<file path="src/rtl/context_switch_unit.sv">
// context_switch_unit
//
// Per-process PC save/restore stage placed after the round-robin scheduler.
// Keeps a process control table (one saved PC + valid bit per process). A switch
// request stalls the core, saves the outgoing PC, fetches the incoming PC and
// hands it back with a one-cycle load strobe (or a one-cycle error pulse when
// the incoming entry is not valid).
//
// Ports:
//   clock, reset       single clock, synchronous active-high reset
//   troca_contexto     switch request pulse (with processo_saida/entrada, pc)
//   criar, criar_id,   create-process strobe, id and start PC
//   criar_pc
//   stall              high while a switch is in progress (SAVE/LOAD/RESUME)
//   pc_novo            PC to load into the processor (held between switches)
//   carregar_pc        one-cycle strobe: processor loads pc_novo
//   processo_ativo     id currently owning the CPU
//   erro_contexto      one-cycle pulse: incoming id had no valid entry
//   contagem_trocas    completed-switch counter (only with CTX_SWITCH_COUNT_EN)
//
// Optional feature macro: CTX_SWITCH_COUNT_EN adds the contagem_trocas counter.

module context_switch_unit #(
    parameter int unsigned ID_WIDTH = 3,
    parameter int unsigned PC_WIDTH = 32
) (
    input  logic                clock,
    input  logic                reset,
    input  logic                troca_contexto,
    input  logic [ID_WIDTH-1:0] processo_saida,
    input  logic [ID_WIDTH-1:0] processo_entrada,
    input  logic [PC_WIDTH-1:0] pc,
    input  logic                criar,
    input  logic [ID_WIDTH-1:0] criar_id,
    input  logic [PC_WIDTH-1:0] criar_pc,
    output logic                stall,
    output logic [PC_WIDTH-1:0] pc_novo,
    output logic                carregar_pc,
    output logic [ID_WIDTH-1:0] processo_ativo,
`ifdef CTX_SWITCH_COUNT_EN
    output logic [31:0]         contagem_trocas,
`endif
    output logic                erro_contexto
);

    localparam int unsigned Depth = 1 << ID_WIDTH;

    localparam logic [1:0] StIdle   = 2'd0;
    localparam logic [1:0] StSave   = 2'd1;
    localparam logic [1:0] StLoad   = 2'd2;
    localparam logic [1:0] StResume = 2'd3;

    logic [1:0]          state_q, state_d;
    logic [ID_WIDTH-1:0] out_id_q, out_id_d;
    logic [ID_WIDTH-1:0] in_id_q, in_id_d;
    logic [PC_WIDTH-1:0] pc_lat_q, pc_lat_d;
    logic [PC_WIDTH-1:0] pc_novo_q, pc_novo_d;
    logic [ID_WIDTH-1:0] ativo_q, ativo_d;
    logic                carregar_q, carregar_d;
    logic                erro_q, erro_d;
    logic [Depth-1:0]    valid_q, valid_d;

    // PC table is deliberately not reset; valid bits gate every read.
    logic [PC_WIDTH-1:0] pcb_pc [Depth];

    // Single table write port: criar in IDLE and the save in SAVE never overlap.
    logic                wr_en;
    logic [ID_WIDTH-1:0] wr_idx;
    logic [PC_WIDTH-1:0] wr_data;

    always_comb begin
        state_d    = state_q;
        out_id_d   = out_id_q;
        in_id_d    = in_id_q;
        pc_lat_d   = pc_lat_q;
        pc_novo_d  = pc_novo_q;
        ativo_d    = ativo_q;
        carregar_d = 1'b0;
        erro_d     = 1'b0;
        valid_d    = valid_q;
        wr_en      = 1'b0;
        wr_idx     = criar_id;
        wr_data    = criar_pc;

        case (state_q)
            StIdle: begin
                if (troca_contexto) begin
                    out_id_d = processo_saida;
                    in_id_d  = processo_entrada;
                    pc_lat_d = pc;
                    state_d  = StSave;
                end
                if (criar) begin
                    wr_en             = 1'b1;
                    valid_d[criar_id] = 1'b1;
                end
            end
            StSave: begin
                // Save before load so a same-id switch returns the sampled pc.
                wr_en   = 1'b1;
                wr_idx  = out_id_q;
                wr_data = pc_lat_q;
                state_d = StLoad;
            end
            StLoad: begin
                // Outputs are registered here so they are valid throughout RESUME.
                if (valid_q[in_id_q]) begin
                    pc_novo_d  = pcb_pc[in_id_q];
                    ativo_d    = in_id_q;
                    carregar_d = 1'b1;
                end else begin
                    erro_d = 1'b1;
                end
                state_d = StResume;
            end
            StResume: begin
                state_d = StIdle;
            end
            default: begin
                state_d = StIdle;
            end
        endcase
    end

    always_ff @(posedge clock) begin
        if (reset) begin
            state_q    <= StIdle;
            out_id_q   <= '0;
            in_id_q    <= '0;
            pc_lat_q   <= '0;
            pc_novo_q  <= '0;
            ativo_q    <= '0;
            carregar_q <= 1'b0;
            erro_q     <= 1'b0;
            valid_q    <= Depth'(1);
        end else begin
            state_q    <= state_d;
            out_id_q   <= out_id_d;
            in_id_q    <= in_id_d;
            pc_lat_q   <= pc_lat_d;
            pc_novo_q  <= pc_novo_d;
            ativo_q    <= ativo_d;
            carregar_q <= carregar_d;
            erro_q     <= erro_d;
            valid_q    <= valid_d;
        end
    end

    // Reset also blocks writes, so an interrupted SAVE-edge write cannot land.
    always_ff @(posedge clock) begin
        if (!reset && wr_en) begin
            pcb_pc[wr_idx] <= wr_data;
        end
    end

`ifdef CTX_SWITCH_COUNT_EN
    logic [31:0] count_q;

    // Counts on the edge closing the carregar_pc cycle; wraps naturally.
    always_ff @(posedge clock) begin
        if (reset) begin
            count_q <= '0;
        end else if (carregar_q) begin
            count_q <= count_q + 32'd1;
        end
    end

    assign contagem_trocas = count_q;
`endif

    assign stall          = (state_q != StIdle);
    assign pc_novo        = pc_novo_q;
    assign carregar_pc    = carregar_q;
    assign processo_ativo = ativo_q;
    assign erro_contexto  = erro_q;

endmodule

</file>
<file path="config.mk">
export PLATFORM = sky130hd
export DESIGN_NAME = context_switch_unit
export DESIGN_NICKNAME = d
export VERILOG_FILES = /design/src/rtl/context_switch_unit.sv
export SDC_FILE = /design/constraint.sdc
export NUM_CORES = 1
export LEC_CHECK = 0
export ABC_AREA = 1
export CORE_UTILIZATION = 40
export CTS_CLUSTER_DIAMETER = 40
export DETAILED_ROUTE_END_ITERATION = 10
export DONT_BUFFER_PORTS = 1
export SYNTH_ARGS = -nofsm -noshare
export SYNTH_HDL_FRONTEND = slang
export SYNTH_SLANG_ARGS = --single-unit
</file>
<file path="constraint.sdc">
create_clock -name clock -period 6.3 [get_ports clock]
set_input_delay 1.89 -clock clock [delete_from_list [all_inputs] [get_ports clock]]
set_output_delay 1.89 -clock clock [all_outputs]
set_load 0.01 [all_outputs]
</file>
; ---- Word-level counts from Yosys, hierarchy flattened
; Memory sizes are Yosys's and may differ from the RTL's. A register that Yosys moved wholly into a read port is not among the register bits.
; Cells that the tools add are included.
[word_totals]
reg_bits = 53
in_bits = 77
memories = 1
ramBits = 256
[op_classes]
bitwise = 2
n_reduce_logical = 9
n_lt_le_gt_ge = 3
mux = 14
n_eq_ne = 4
[mem_list]
columns = name, words, width, read_ports, rd_clocked_by_memory_dff, wr, line
row1 = pcb_pc, 8, 32, 1, 1, 1, 64  ; logic [PC_WIDTH-1:0] pcb_pc [Depth];
[ops]
columns = operator, count
row1 = two-way mux 32 bit, 1
row2 = less-than comparator 3 x 4 -> 1 bit (second input constant), 2
row3 = OR 8 bit, 1
row4 = case mux 2 bit (4 select lines), 1
row5 = two-way mux 1 bit, 7
row6 = AND reduction 2 bit, 3
row7 = == test 2 bit (second input constant), 2
row8 = binary-select mux 1 bit (select 3 bit), 1
row9 = demux 1 bit (select 3 bit), 1
row10 = >= comparator 3 x 1 -> 1 bit (second input constant), 1
row11 = two-way mux 3 bit, 1
row12 = == test 2 x 1 -> 1 bit (second input constant), 1
row13 = logical AND 1 bit, 2
row14 = logical NOT 2 bit, 1
row15 = two-way mux 2 bit, 1
row16 = inequality test 2 bit (second input constant), 1
row17 = case mux 1 bit (2 select lines), 1
row18 = nonzero test 2 bit, 1
row19 = OR reduction 2 bit, 1
row20 = logical NOT 1 bit, 1
row21 = NOT 1 bit, 1

; ---- Longest topological paths before layout
; Gate-level depths: netlist of run 1.
[depth]
ltp_word = 5
mapped_depth = 10
depth_no_buf = 8

; ---- Worst setup path before layout of run 1
; OpenSTA, ideal clock, no wires.
[synth_timing]
kind = input to register
startpoint = in criar_id[2]
endpoint = mem pcb_pc[4][0], enable pin
required_ns = 5.879
arrival_ns = 3.638
cell_stages = 4
slack_ns = 2.240
setup_time_ns = 0.421
path_cell_list = inv_1 -> o21ai_0 -> nand2_1 -> nor2_1
[synth_via]
elab_chain_cells = 1
[synth_lines]
columns = item, line
row1 = "start, declared", 34  ; input logic [ID_WIDTH-1:0] criar_id,
row2 = two-way mux 3 bit, 85  ; case (state_q)
row3 = "end, declared", 64
; No other way between the ends.

; ---- Worst setup path after layout of run 1
[layout_timing]
startpoint = in criar
endpoint = mem pcb_pc[0][12], enable pin
[layout_via]
elab_chain_cells = 5
[layout_lines]
columns = item, line
row1 = "start, declared", 33  ; input logic criar,
row2 = two-way mux 1 bit, 93  ; if (criar) begin
row3 = case mux 1 bit (2 select lines), 85
row4 = logical AND 1 bit, 151  ; if (!reset && wr_en) begin
row5 = two-way mux 1 bit, 151
row6 = two-way mux 1 bit (implied by the code), 152  ; pcb_pc[wr_idx] <= wr_data;
; No other way between the ends.

==> results.yml, run 1 <==
hold_path:
  hold_class: "reg -> reg"
  hold_path_depth: 2
routing:
  drc: 0
  drt-initial-drc-count: 685
  wl_per_cell_um: 17.1
  ant_nets: 0
  dr.pass1.iters: 5
  vias_per_cell: 4.94
  dr_total_vias: 9099
  drt-total-wl_um: 31600
clock_network:
  cts_setup_buffers: 0
  cts.path.max_buffers: 3
  insertion_delay_ns: 0.54
  cts_resized: 0
  clk_pin_slew_ns: 0.06
  cts.sink_count: 341
  htreeDepth: 2
  cts_tree: "yes"
  cts_made_buffers: 45
  cts_root_buf: "clkbuf_16"
  hold_buffers: 0
power:
  power_frac_clock: 0.336
  p_per_area_nw_per_um2: 468
  seqPwrFrac: 0.428
  switchingPower_mw: 2.43
  power_frac_comb: 0.237
  cellLeakagePower_nw: 6.05
  p_int_mw: 4.86
  sw_frac_of_total: 0.333
  irDropWorstVdd_uv: 353
synthesis:
  ys_top_cells_by_count: "nand2_1 (481), edfxtp_1 (256), nand3_1 (198)"
  yosysSeqAreaShare: 0.683
  synthArstFlopShare: 0
  syn_nets: 1459
  synth.most_common_cell: "nand2_1"
  yosysTopAreaCell: "edfxtp_1"
  yosysTopAreaCellShare: 0.559
  synth.distinct_cells: 18
  synth_flop_cell: "edfxtp_1"
  synthTopCellsByArea: "edfxtp_1 (56%), nand2_1 (13%), dfxtp_1 (12%), nand3_1 (7.2%), nor2_1 (4.1%)"
  syn_area_um2: 13700
  synth_edf_count: 256
  ys_ff_latch: 341
  ys_warn_count: 0
  syn-mean-instance-area_um2: 9.98
  syn_inst: 1378
timing:
  fin_crit_ns: 3.31
  maxSlewHeadroom: 0.205
  whs_ns: 0.448
  fin_ws_ns: 2.99
  setup_violations: 0
  fmax_ghz: 0.302
  rsz0062_at_grt: "no"
  hold_viol_final: 0
  maxSlewViolCount: 0
  skew_ns: 0.0176
  worst_pin_slew_ns: 1.19
  finalCritPeriodShare: 0.526
  setup-tns-final_ns: 0
global_routing:
  antenna_found_initial: 0
  grt_max_degree: 95
  grt_pass1_wl_um: 49500
  grt_pass1_vias: 8948
  grt_use_total: 0.181
  grt_overflow_total: 0
cells_and_area:
  area_growth_pct: 13.2
  post-route-util: 0.462
  nets: 1439
  num_antenna_cells: 0
  drive_gt1_frac: 0.0739
  fill_cells: 3139
worst_setup_path:
  crit_type: "in -> reg"
  cp_max_fo: 32
  worst_setup_path_end_kind: "flop"
  critical_path.cell_chain: "nand2_1 > a21oi_1 > nand2_1 > nor2_4"
  worstRegToRegCells: 7
  critPathLaunchType: "input port"
  crit_buf_inv: 0
  critical-path-max-stage-delay_ns: 0.99
  crit_path_top_delay_cell: "nor2_4"
  cp_num_cells: 4
  required_ns: 6.44
  critPathTopFamily: "simple AND/OR/NAND/NOR gates"
  crit_top_cell: "nand2_1"
  cp.arrival_ns: 3.45
floorplanning:
  start_util: 0.408
  die_area_um2: 35100
  coreArea_um2: 33700
  std_cell_rows: 67
  dieHeight_um: 187
  boundaryPins: 115
  die_x_um: 187
placed_design:
  dp_hpwl_um: 17400
  dp_slack_ns: 2.42
  io_buffer_count: 0
  place.gp.congestion: 0.715
run_status:
  status: "completed"
run:
  maxCapViolCount: 0
[registers in the layout, summed over array words and instances, names as in the netlist]
signal,count
carregar_pc,1
erro_contexto,1
in_id_q,3
out_id_q,3
pc_lat_q,32
pc_novo,32
pcb_pc,256
processo_ativo,3
state_q,2
valid_q,8
[power by group through the flow]
stage / logic (mW) / clock network, mW / registers [mW]
floorplan: 1.26 / 0 / 3.10
finish: 1.72 / 2.45 / 3.12
CTS: 1.74 / 2.48 / 3.12
global route: 1.97 / 2.58 / 3.15
global placement: 1.69 / 0 / 3.16
detailed placement: 1.73 / 0 / 3.17
[final timing paths]
kind / from / end / slack [ns]
max reg2reg: state_q[1] / pcb_pc[0][12] / 3.44
max: criar / pcb_pc[0][12] / 2.99
min: valid_q[0] / valid_q[0] / 0.45
min reg2reg: valid_q[0] / valid_q[0] / 0.45
[per-layer routing]
| layer | GRT usage | share of wire | vias to the layer above | wire, um |
|---|---|---|---|---|
| met3 | 0.0371 | 0.065 | 30 | 2040 |
| met4 | 0.0432 | 0.012 | 0 | 389 |
| met1 | 0.254 | 0.47 | 4286 | 14800 |
| li1 | - | - | 4541 | - |
| met2 | 0.289 | 0.45 | 242 | 14300 |
| met5 | 0 | 0 | - | 0 |
[placed cells by master (no fill, tap or decap)]
master      netlist  final
clkinv_2          0      9
o21ai_0          43     43
inv_6             0      4
a221oi_1          1      1
nand3_4           0      1
buf_4            15     13
clkbuf_8          0      1
dfxtp_2           0      2
clkbuf_1         28      7
ha_1              4      4
inv_8             0      1
nor2_4            0      8
nand2_1         481    481
clkinv_4          0      4
nor2_1          151    143
clkinvlp_4        0      5
clkinv_1          0      1
a21oi_1          14     14
dfxtp_1          85     82
bufinv_16         0      2
inv_2             2      3
dfxtp_4           0      1
inv_1            60     58
nand3_1         198    198
nand4_1           1      1
edfxtp_1        256    256
inv_4             0      1
a211oi_1          1      1
clkbuf_16         0     48
[worst min-delay path, cell delays in order, from the launching register on]
cell,delay [ns]
dfxtp_1,0.31
inv_1,0.05
nand3_1,0.06
[metrics by stage]
stage / power [mW] / instance area [um^2] / cells
2_1_floorplan: 4.36 / 13700 / 1378
3_3_place_gp: 4.85 / 14100 / 1759
3_5_place_dp: 4.90 / 14100 / 1759
4_1_cts: 7.34 / 15600 / 1841
5_1_grt: 7.70 / 15600 / 1841
6_report: 7.29 / 15600 / 1841
[cells by family after synthesis]
group	Yosys count	share of synthesized area
buffers and inverters	142	0.0457
DFF	341	0.683
adders and majority gates	4	0.00364
and+or+nand+nor	832	0.246
AOI/OAI and AO/OA	59	0.0219
[area by class of cell]
cell class,count,area [um^2],area share
flip-flops and latches,341,9400,0.604
well taps,448,561,0.0360
repair buffers,13,97.6,0.00627
clock inverters,26,228,0.0146
inverters,62,235,0.0151
clock buffers,56,1240,0.0798
multi-input cells,895,3800,0.244
(Power assumes the default switching activity.)
==> run 2, diff against run 1 <==
==> constraint.sdc (replaced) <==
create_clock -name clock -period 3.25 [get_ports clock]
set_input_delay 0.975 -clock clock [delete_from_list [all_inputs] [get_ports clock]]
set_output_delay 0.975 -clock clock [all_outputs]
set_load 0.01 [all_outputs]
==> results.yml, run 2 (same netlist as run 1, synthesis figures left out) <==
run_status:
  status: "completed"
global_routing:
  grt_max_degree: 130
  grt_use_total: 0.190
  antenna_found_initial: 0
  grt_pass1_vias: 9062
  grt_pass1_wl_um: 51300
  grt_overflow_total: 0
cells_and_area:
  num_antenna_cells: 0
  fill_cells: 3120
  post-route-util: 0.468
  mostFrequentLayoutCells: "nand2_1 (481), edfxtp_1 (256), nand3_1 (198)"
  mostFrequentLayoutCell: "nand2_1"
  largest_register: "pcb_pc"
  nets: 1456
  drive_gt1_frac: 0.0850
  area_growth_pct: 14.8
  largest_reg_flops: 256
power:
  power_frac_comb: 0.242
  power_frac_clock: 0.341
  sw_frac_of_total: 0.339
  cellLeakagePower_nw: 6.17
  seqPwrFrac: 0.417
  switchingPower_mw: 4.89
  irDropWorstVdd_uv: 659
  p_per_area_nw_per_um2: 914
  power.total_mw: 14.4
  p_int_mw: 9.52
clock_network:
  clk_pin_slew_ns: 0.06
  cts.sink_count: 341
  htreeDepth: 2
  cts_setup_buffers: 0
  cts_root_buf: "clkbuf_16"
  cts_resized: 0
  cts.path.max_buffers: 3
  cts_made_buffers: 45
  insertion_delay_ns: 0.56
  hold_buffers: 0
  cts_tree: "yes"
routing:
  dr.pass1.iters: 5
  vias_per_cell: 5.03
  drc: 0
  drt-initial-drc-count: 749
  ant_nets: 0
  drt-total-wl_um: 33100
  wl_per_cell_um: 17.8
  dr_total_vias: 9358
placed_design:
  place.gp.congestion: 0.793
  dp_slack_ns: 0.612
  dp_hpwl_um: 19000
  io_buffer_count: 0
timing:
  hold_viol_final: 0
  fmax_ghz: 0.430
  rsz0062_at_grt: "no"
  skew_ns: 0.0262
  finalCritPeriodShare: 0.716
  fin_crit_ns: 2.33
  setup_violations: 0
  maxSlewViolCount: 0
  maxSlewHeadroom: 0.402
  fin_ws_ns: 0.923
  setup-tns-final_ns: 0
  whs_ns: 0.447
  worst_pin_slew_ns: 0.897
worst_setup_path:
  required_ns: 2.27
  regToRegSetupSlack_ns: 0.94
  cp_max_fo: 3
  critical_path.cell_chain: "inv_1 > ha_1 > inv_1"
  regToRegStartpoint: "state_q[1]"
  critPathLaunchType: "flop"
  crit_path_top_delay_cell: "dfxtp_1"
  crit_start: "state_q[0]"
  worst_setup_path_end_kind: "output pin"
  crit_type: "reg -> out"
  crit_top_cell: "inv_1"
  critical-path-max-stage-delay_ns: 0.35
  cp.arrival_ns: 1.35
hold_path:
  hold_class: "reg -> reg"
  hp-start: "valid_q[0]"
floorplanning:
  boundaryPins: 115
  die_x_um: 187
  coreArea_um2: 33700
  dieHeight_um: 187
  std_cell_rows: 67
  start_util: 0.408
  die_area_um2: 35100
run:
  maxCapViolCount: 0
-- run 2: cell types whose count changed in the layout (fill, tap and decap cells not counted), sizes merged --
cell | previous run | this run
buf | 13 | 30
bufinv | 2 | 4
clkbuf | 56 | 52
clkinv | 14 | 12
clkinvlp | 5 | 6
inv | 67 | 72
-- run 2: worst paths after layout --
kind | to | cells after the start
min | valid_q[0] | 2
max reg2reg | pcb_pc[3][10] | 8
max | stall | 3
min reg2reg | valid_q[0] | 2
-- run 2: critical path, delay by kind of cell, from the launching register on --
kind       cells  cell delay, ns
buf+inv        2            0.24
fa+ha+maj      1            0.23
flops          1            0.35
-- run 2: per-stage QoR --
stage	instance area, um^2	std cells
2_1_floorplan	13700	1378
3_3_place_gp	14300	1776
3_5_place_dp	14300	1776
4_1_cts	15800	1860
5_1_grt	15800	1860
6_report	15800	1860
-- run 2: power groups by stage --
| stage | registers, mW | logic (mW) | clock network [mW] |
|---|---|---|---|
| 5_1_grt | 6.08 | 3.96 | 5.15 |
| 3_5_place_dp | 6.11 | 3.49 | 0 |
| 3_3_place_gp | 6.10 | 3.47 | 0 |
| 6_report | 6.01 | 3.49 | 4.91 |
| 2_1_floorplan | 6.01 | 2.44 | 0 |
| 4_1_cts | 6.02 | 3.51 | 4.97 |
-- run 2: routing by layer --
metal | vias up | share of wire | GRT usage
li1 | 4569 | - | -
met1 | 4453 | 0.47 | 0.263
met2 | 300 | 0.45 | 0.301
met3 | 36 | 0.064 | 0.0407
met4 | 0 | 0.018 | 0.0544
met5 | - | 0 | 0
-- run 2: area by class of cell --
cell class	instances	area, um^2	share of cell area
inverter	62	235	0.0149
clock buffer	52	1160	0.0737
timing repair buffer	30	275	0.0174
multi-input combinational	895	3800	0.241
clock inverter	32	349	0.0221
tap	448	561	0.0355
sequential	341	9400	0.596
==> run 3, diff against run 2 <==
==> constraint.sdc (replaced) <==
create_clock -name clock -period 2.4 [get_ports clock]
set_input_delay 0.72 -clock clock [delete_from_list [all_inputs] [get_ports clock]]
set_output_delay 0.72 -clock clock [all_outputs]
set_load 0.01 [all_outputs]
==> results.yml, run 3 (same netlist as run 1, synthesis figures left out) <==
run_status:
  status: "completed"
power:
  power.total_mw: 20.2
  irDropWorstVdd_uv: 681
  p_per_area_nw_per_um2: 1260
  cellLeakagePower_nw: 6.24
routing:
  drt-total-wl_um: 33000
  vias_per_cell: 5.01
  wl_per_cell_um: 17.8
  dr.pass1.iters: 7
  ant_nets: 0
  drc: 0
  drt-initial-drc-count: 903
  dr_total_vias: 9317
timing:
  fin_ws_ns: 0.309
  finalCritPeriodShare: 0.871
  maxSlewHeadroom: 0.435
  worst_pin_slew_ns: 0.847
  fin_crit_ns: 2.09
  skew_ns: 0.0157
  setup_violations: 0
  fmax_ghz: 0.478
  rsz0062_at_grt: "no"
  maxSlewViolCount: 0
  hold_viol_final: 0
hold_path:
  hold_class: "in -> reg"
  hold_path_depth: 1
  hp-start: "reset"
  min_to: "valid_q[7]"
clock_network:
  cts_made_buffers: 45
  cts.path.max_buffers: 3
  cts_root_buf: "clkbuf_16"
  htreeDepth: 2
  cts.sink_count: 341
  hold_buffers: 0
  insertion_delay_ns: 0.55
  cts_setup_buffers: 0
  clk_pin_slew_ns: 0.06
  cts_resized: 0
  cts_tree: "yes"
cells_and_area:
  fill_cells: 3148
  largest_reg_flops: 256
  mostFrequentLayoutCells: "nand2_1 (481), edfxtp_1 (256), nand3_1 (198)"
  num_antenna_cells: 0
  drive_gt1_frac: 0.0844
  multi_input_area_um2: 3800
  area_growth_pct: 16.3
  finalInstanceArea_um2: 16000
  mostFrequentLayoutCell: "nand2_1"
  largest_register: "pcb_pc"
  nets: 1454
  seq_area_um2: 9400
worst_setup_path:
  required_ns: 1.68
  regToRegStartpoint: "state_q[0]"
  reg2reg_to: "pcb_pc[2][7]"
  crit_type: "reg -> out"
  critPathLaunchType: "flop"
  cp_max_fo: 3
  worstRegToRegCells: 7
  cp.arrival_ns: 1.37
  worst_setup_path_end_kind: "output pin"
  regToRegSetupSlack_ns: 0.37
global_routing:
  grt_max_degree: 130
  grt_overflow_total: 0
  grt_pass1_vias: 9076
  grt_pass1_wl_um: 51900
  grt_use_total: 0.192
  antenna_found_initial: 0
run:
  maxCapViolCount: 0
floorplanning:
  die_x_um: 187
  std_cell_rows: 67
  boundaryPins: 115
  start_util: 0.408
  die_area_um2: 35100
  coreArea_um2: 33700
  dieHeight_um: 187
placed_design:
  io_buffer_count: 0
  place.gp.congestion: 0.769
  dp_slack_ns: 0.304
  dp_hpwl_um: 19900
  place_area_um2: 14400
[run 3: cell types whose count changed in the layout (fill, tap and decap cells not counted), sizes merged]
cell / change
inv: -1
buf: -2
clkbuf: +5
bufinv: +4
clkinv: -6
clkinvlp: -2
[run 3: cell type report]
type                            count  share of cell area
Clock buffer                       57              0.0759
Clock inverter                     27              0.0265
Inverter                           62              0.0147
Multi-Input combinational cell    895               0.238
Timing Repair Buffer               28              0.0225
Sequential cell                   341               0.588
Tap cell                          448              0.0351
[run 3: worst max-delay path, cell delays in order, from the launching register on]
cell	delay, ns
dfxtp_1	0.36
inv_1	0.09
ha_1	0.23
inv_1	0.15
[run 3: power by group]
group / total [mW] / leakage [nW] / switching (mW) / internal, mW
combinational: 4.87 / 2.44 / 3.60 / 1.26
clock: 7.17 / 0.780 / 2.63 / 4.54
sequential: 8.12 / 3.02 / 0.442 / 7.68
[run 3: metrics by stage]
stage          hold slack [ns]  setup TNS, ns  instances   util
2_1_floorplan            0.414        -113.29       1378      -
3_3_place_gp             0.430              0       1774  0.426
3_5_place_dp             0.429              0       1774  0.426
4_1_cts                  0.220              0       1858  0.474
5_1_grt                  0.223              0       1858  0.474
6_report                 0.244              0       1858  0.474
[run 3: per-layer routing]
| layer | GRT usage | up-vias | part of all wire |
|---|---|---|---|
| met3 | 0.0437 | 37 | 0.081 |
| li1 | - | 4568 | - |
| met5 | 0 | - | 0 |
| met1 | 0.287 | 4395 | 0.47 |
| met4 | 0.0560 | 0 | 0.017 |
| met2 | 0.276 | 317 | 0.43 |
[run 3: how the worst max path moves through the flow]
stage                     from       endpoint  slack, ns  cells past startpoint
global route        state_q[0]   pcb_pc[2][7]       0.17                      7
CTS                 state_q[0]          stall       0.28                      3
finish              state_q[0]          stall       0.31                      3
detailed placement       criar  pcb_pc[0][20]       0.30                      5
global placement         criar  pcb_pc[0][18]       0.29                      5
floorplan           state_q[1]   pcb_pc[2][0]      -0.51                      7
==> patch: new RTL, settings of run 2 <==
`ID_WIDTH`: 3 -> 2.
--- a/src/rtl/context_switch_unit.sv
+++ b/src/rtl/context_switch_unit.sv
@@ -22,5 +22,5 @@
 
 module context_switch_unit #(
-    parameter int unsigned ID_WIDTH = 3,
+    parameter int unsigned ID_WIDTH = 2,
     parameter int unsigned PC_WIDTH = 32
 ) (
Interface: changed (resized criar_id, processo_ativo, processo_entrada and processo_saida); port bits go from 115 to 111. The function was not compared with the original's and may differ.
==> patch against run 2 <==
Synthesized area decreased by 40%. Via count decreased by 40%. Final cell count decreased by 36%. Routed wire length decreased by 45%. Power decreased by 37%. Setup slack got worse by 0.053 ns. Sequential cell count decreased by 135. Hold slack improved by 0.034 ns. Core utilization increased by 0.16 points. Design area decreased by 40%. Highest routed layer unchanged.
==> patch: results (changes against run 2) <==
| Metric | Value |
|---|---|
| Clk_lat worst skew | 0.52 ns (was 0.56 ns) |
| Leak | 0.00386 uW (was 0.00617 uW) |
| CTS buffer count | 27 (was 45) |
| Achievable clock frequency | 420 MHz (was 430 MHz) |
| Placement Setup Slack | 0.699 ns (was 0.612 ns) |
| Outcome | completed (unchanged) |
| Synth Area in Compound Gates | 7.08% (was 2.19%) |
| Number of global-route vias before repair | 5434 (was 9062) |
| Sequential area share after synthesis | 65.3% (was 68.3%) |
| Largest net degree at the start of global routing | 66 (was 130) |
| Worst VDD drop | 689 uV (was 659 uV) |
| Crit Path Max Fanout | 5 (was 3) |
| DR WL met2 | 7.91 mm (was 14.9 mm) |
| Post-synth EDFFs | 128 (was 256) |
| Switching share of power | 32.3% (was 33.9%) |
| Clock power frac | 34.7% (was 34.1%) |
| Fraction of layout cells with a size suffix above 1 | 7.62% (was 8.50%) |
| Clk_skew | 0.00658 ns (was 0.0262 ns) |
| Placed standard-cell area | 8520 sq um (was 14300 sq um) |
| Post-DP HPWL | 11.4 mm (was 19.0 mm) |
| Tightest Pin Transition | 1.06 ns (was 0.897 ns) |
| Synth cell types | 21 (was 18) |
| Worst r2r dst | pcb_pc[1][29] (was pcb_pc[3][10]) |
| Largest cells by area after synthesis | edfxtp_1, dfxtp_1, nor2_1 (was edfxtp_1, nand2_1, dfxtp_1) |
| Most frequent cell after synthesis | nor2_1 (was nand2_1) |
| DR WL met3 | 1.24 mm (was 2.14 mm) |
| Crit path largest cell delay | 0.38 ns (was 0.35 ns) |
| Drt pass-1 iters | 4 (was 5) |
| Met2 Resource Use GR | 26.7% (was 30.1%) |
| DRT Wirelength | 18.2 mm (was 33.1 mm) |
| Crit path DAT | 1.40 ns (was 1.35 ns) |
| Global-route met1 utilization | 24.4% (was 26.3%) |
| Fin nets | 976 (was 1456) |
| Total GRT Usage | 17.5% (was 19.0%) |
## patch: kinds of logic (layout without fill, tap and decap cells)
| family | Yosys count | in the layout |
|---|---|---|
| AO/OA/AOI/OAI | 116 | 116 |
| AND/OR/NAND/NOR | 482 | 482 |
| flip-flops | 206 | 206 |
| adder cells (fa/ha/maj) | 4 | 4 |
| buffers and inverters | 96 | 111 |
## patch: how the worst min path moves through the flow
stage | depth (start not counted) | end | slack, ns | from
finish | 2 | pc_lat_q[12] | 0.48 | pc_lat_q[12]
global route | 2 | pc_lat_q[5] | 0.50 | pc_lat_q[5]
CTS | 2 | pc_lat_q[9] | 0.48 | pc_lat_q[9]
detailed placement | 2 | pc_lat_q[9] | 0.47 | pc_lat_q[9]
global placement | 2 | out_id_q[1] | 0.46 | out_id_q[1]
floorplan | 2 | out_id_q[1] | 0.43 | out_id_q[1]
## patch: metrics by stage
| step | cells | power, uW |
|---|---|---|
| detailed placement | 1139 | 6050 |
| floorplan | 904 | 5430 |
| CTS | 1189 | 9240 |
| global route | 1189 | 9730 |
| global placement | 1139 | 6000 |
| finish | 1189 | 9150 |
## patch: worst register-to-register path, cell delays in order, from the launching register on
cell,delay (ns)
dfxtp_1,0.34
inv_1,0.11
ha_1,0.27
nand2_1,0.10
inv_1,0.11
nor2_1,0.05
nor2_1,0.08
o21ai_0,0.24
nor3_2,0.17
buf_4,0.44
## patch: final cells by class
class | count | area, sq um
multi-input cells | 602 | 2480
clock inverters | 16 | 241
clock buffers | 34 | 742
repair buffers | 14 | 118
flip-flops and latches | 206 | 5410
well taps | 270 | 338
inverters | 47 | 176
fillers | 1890 | 10700
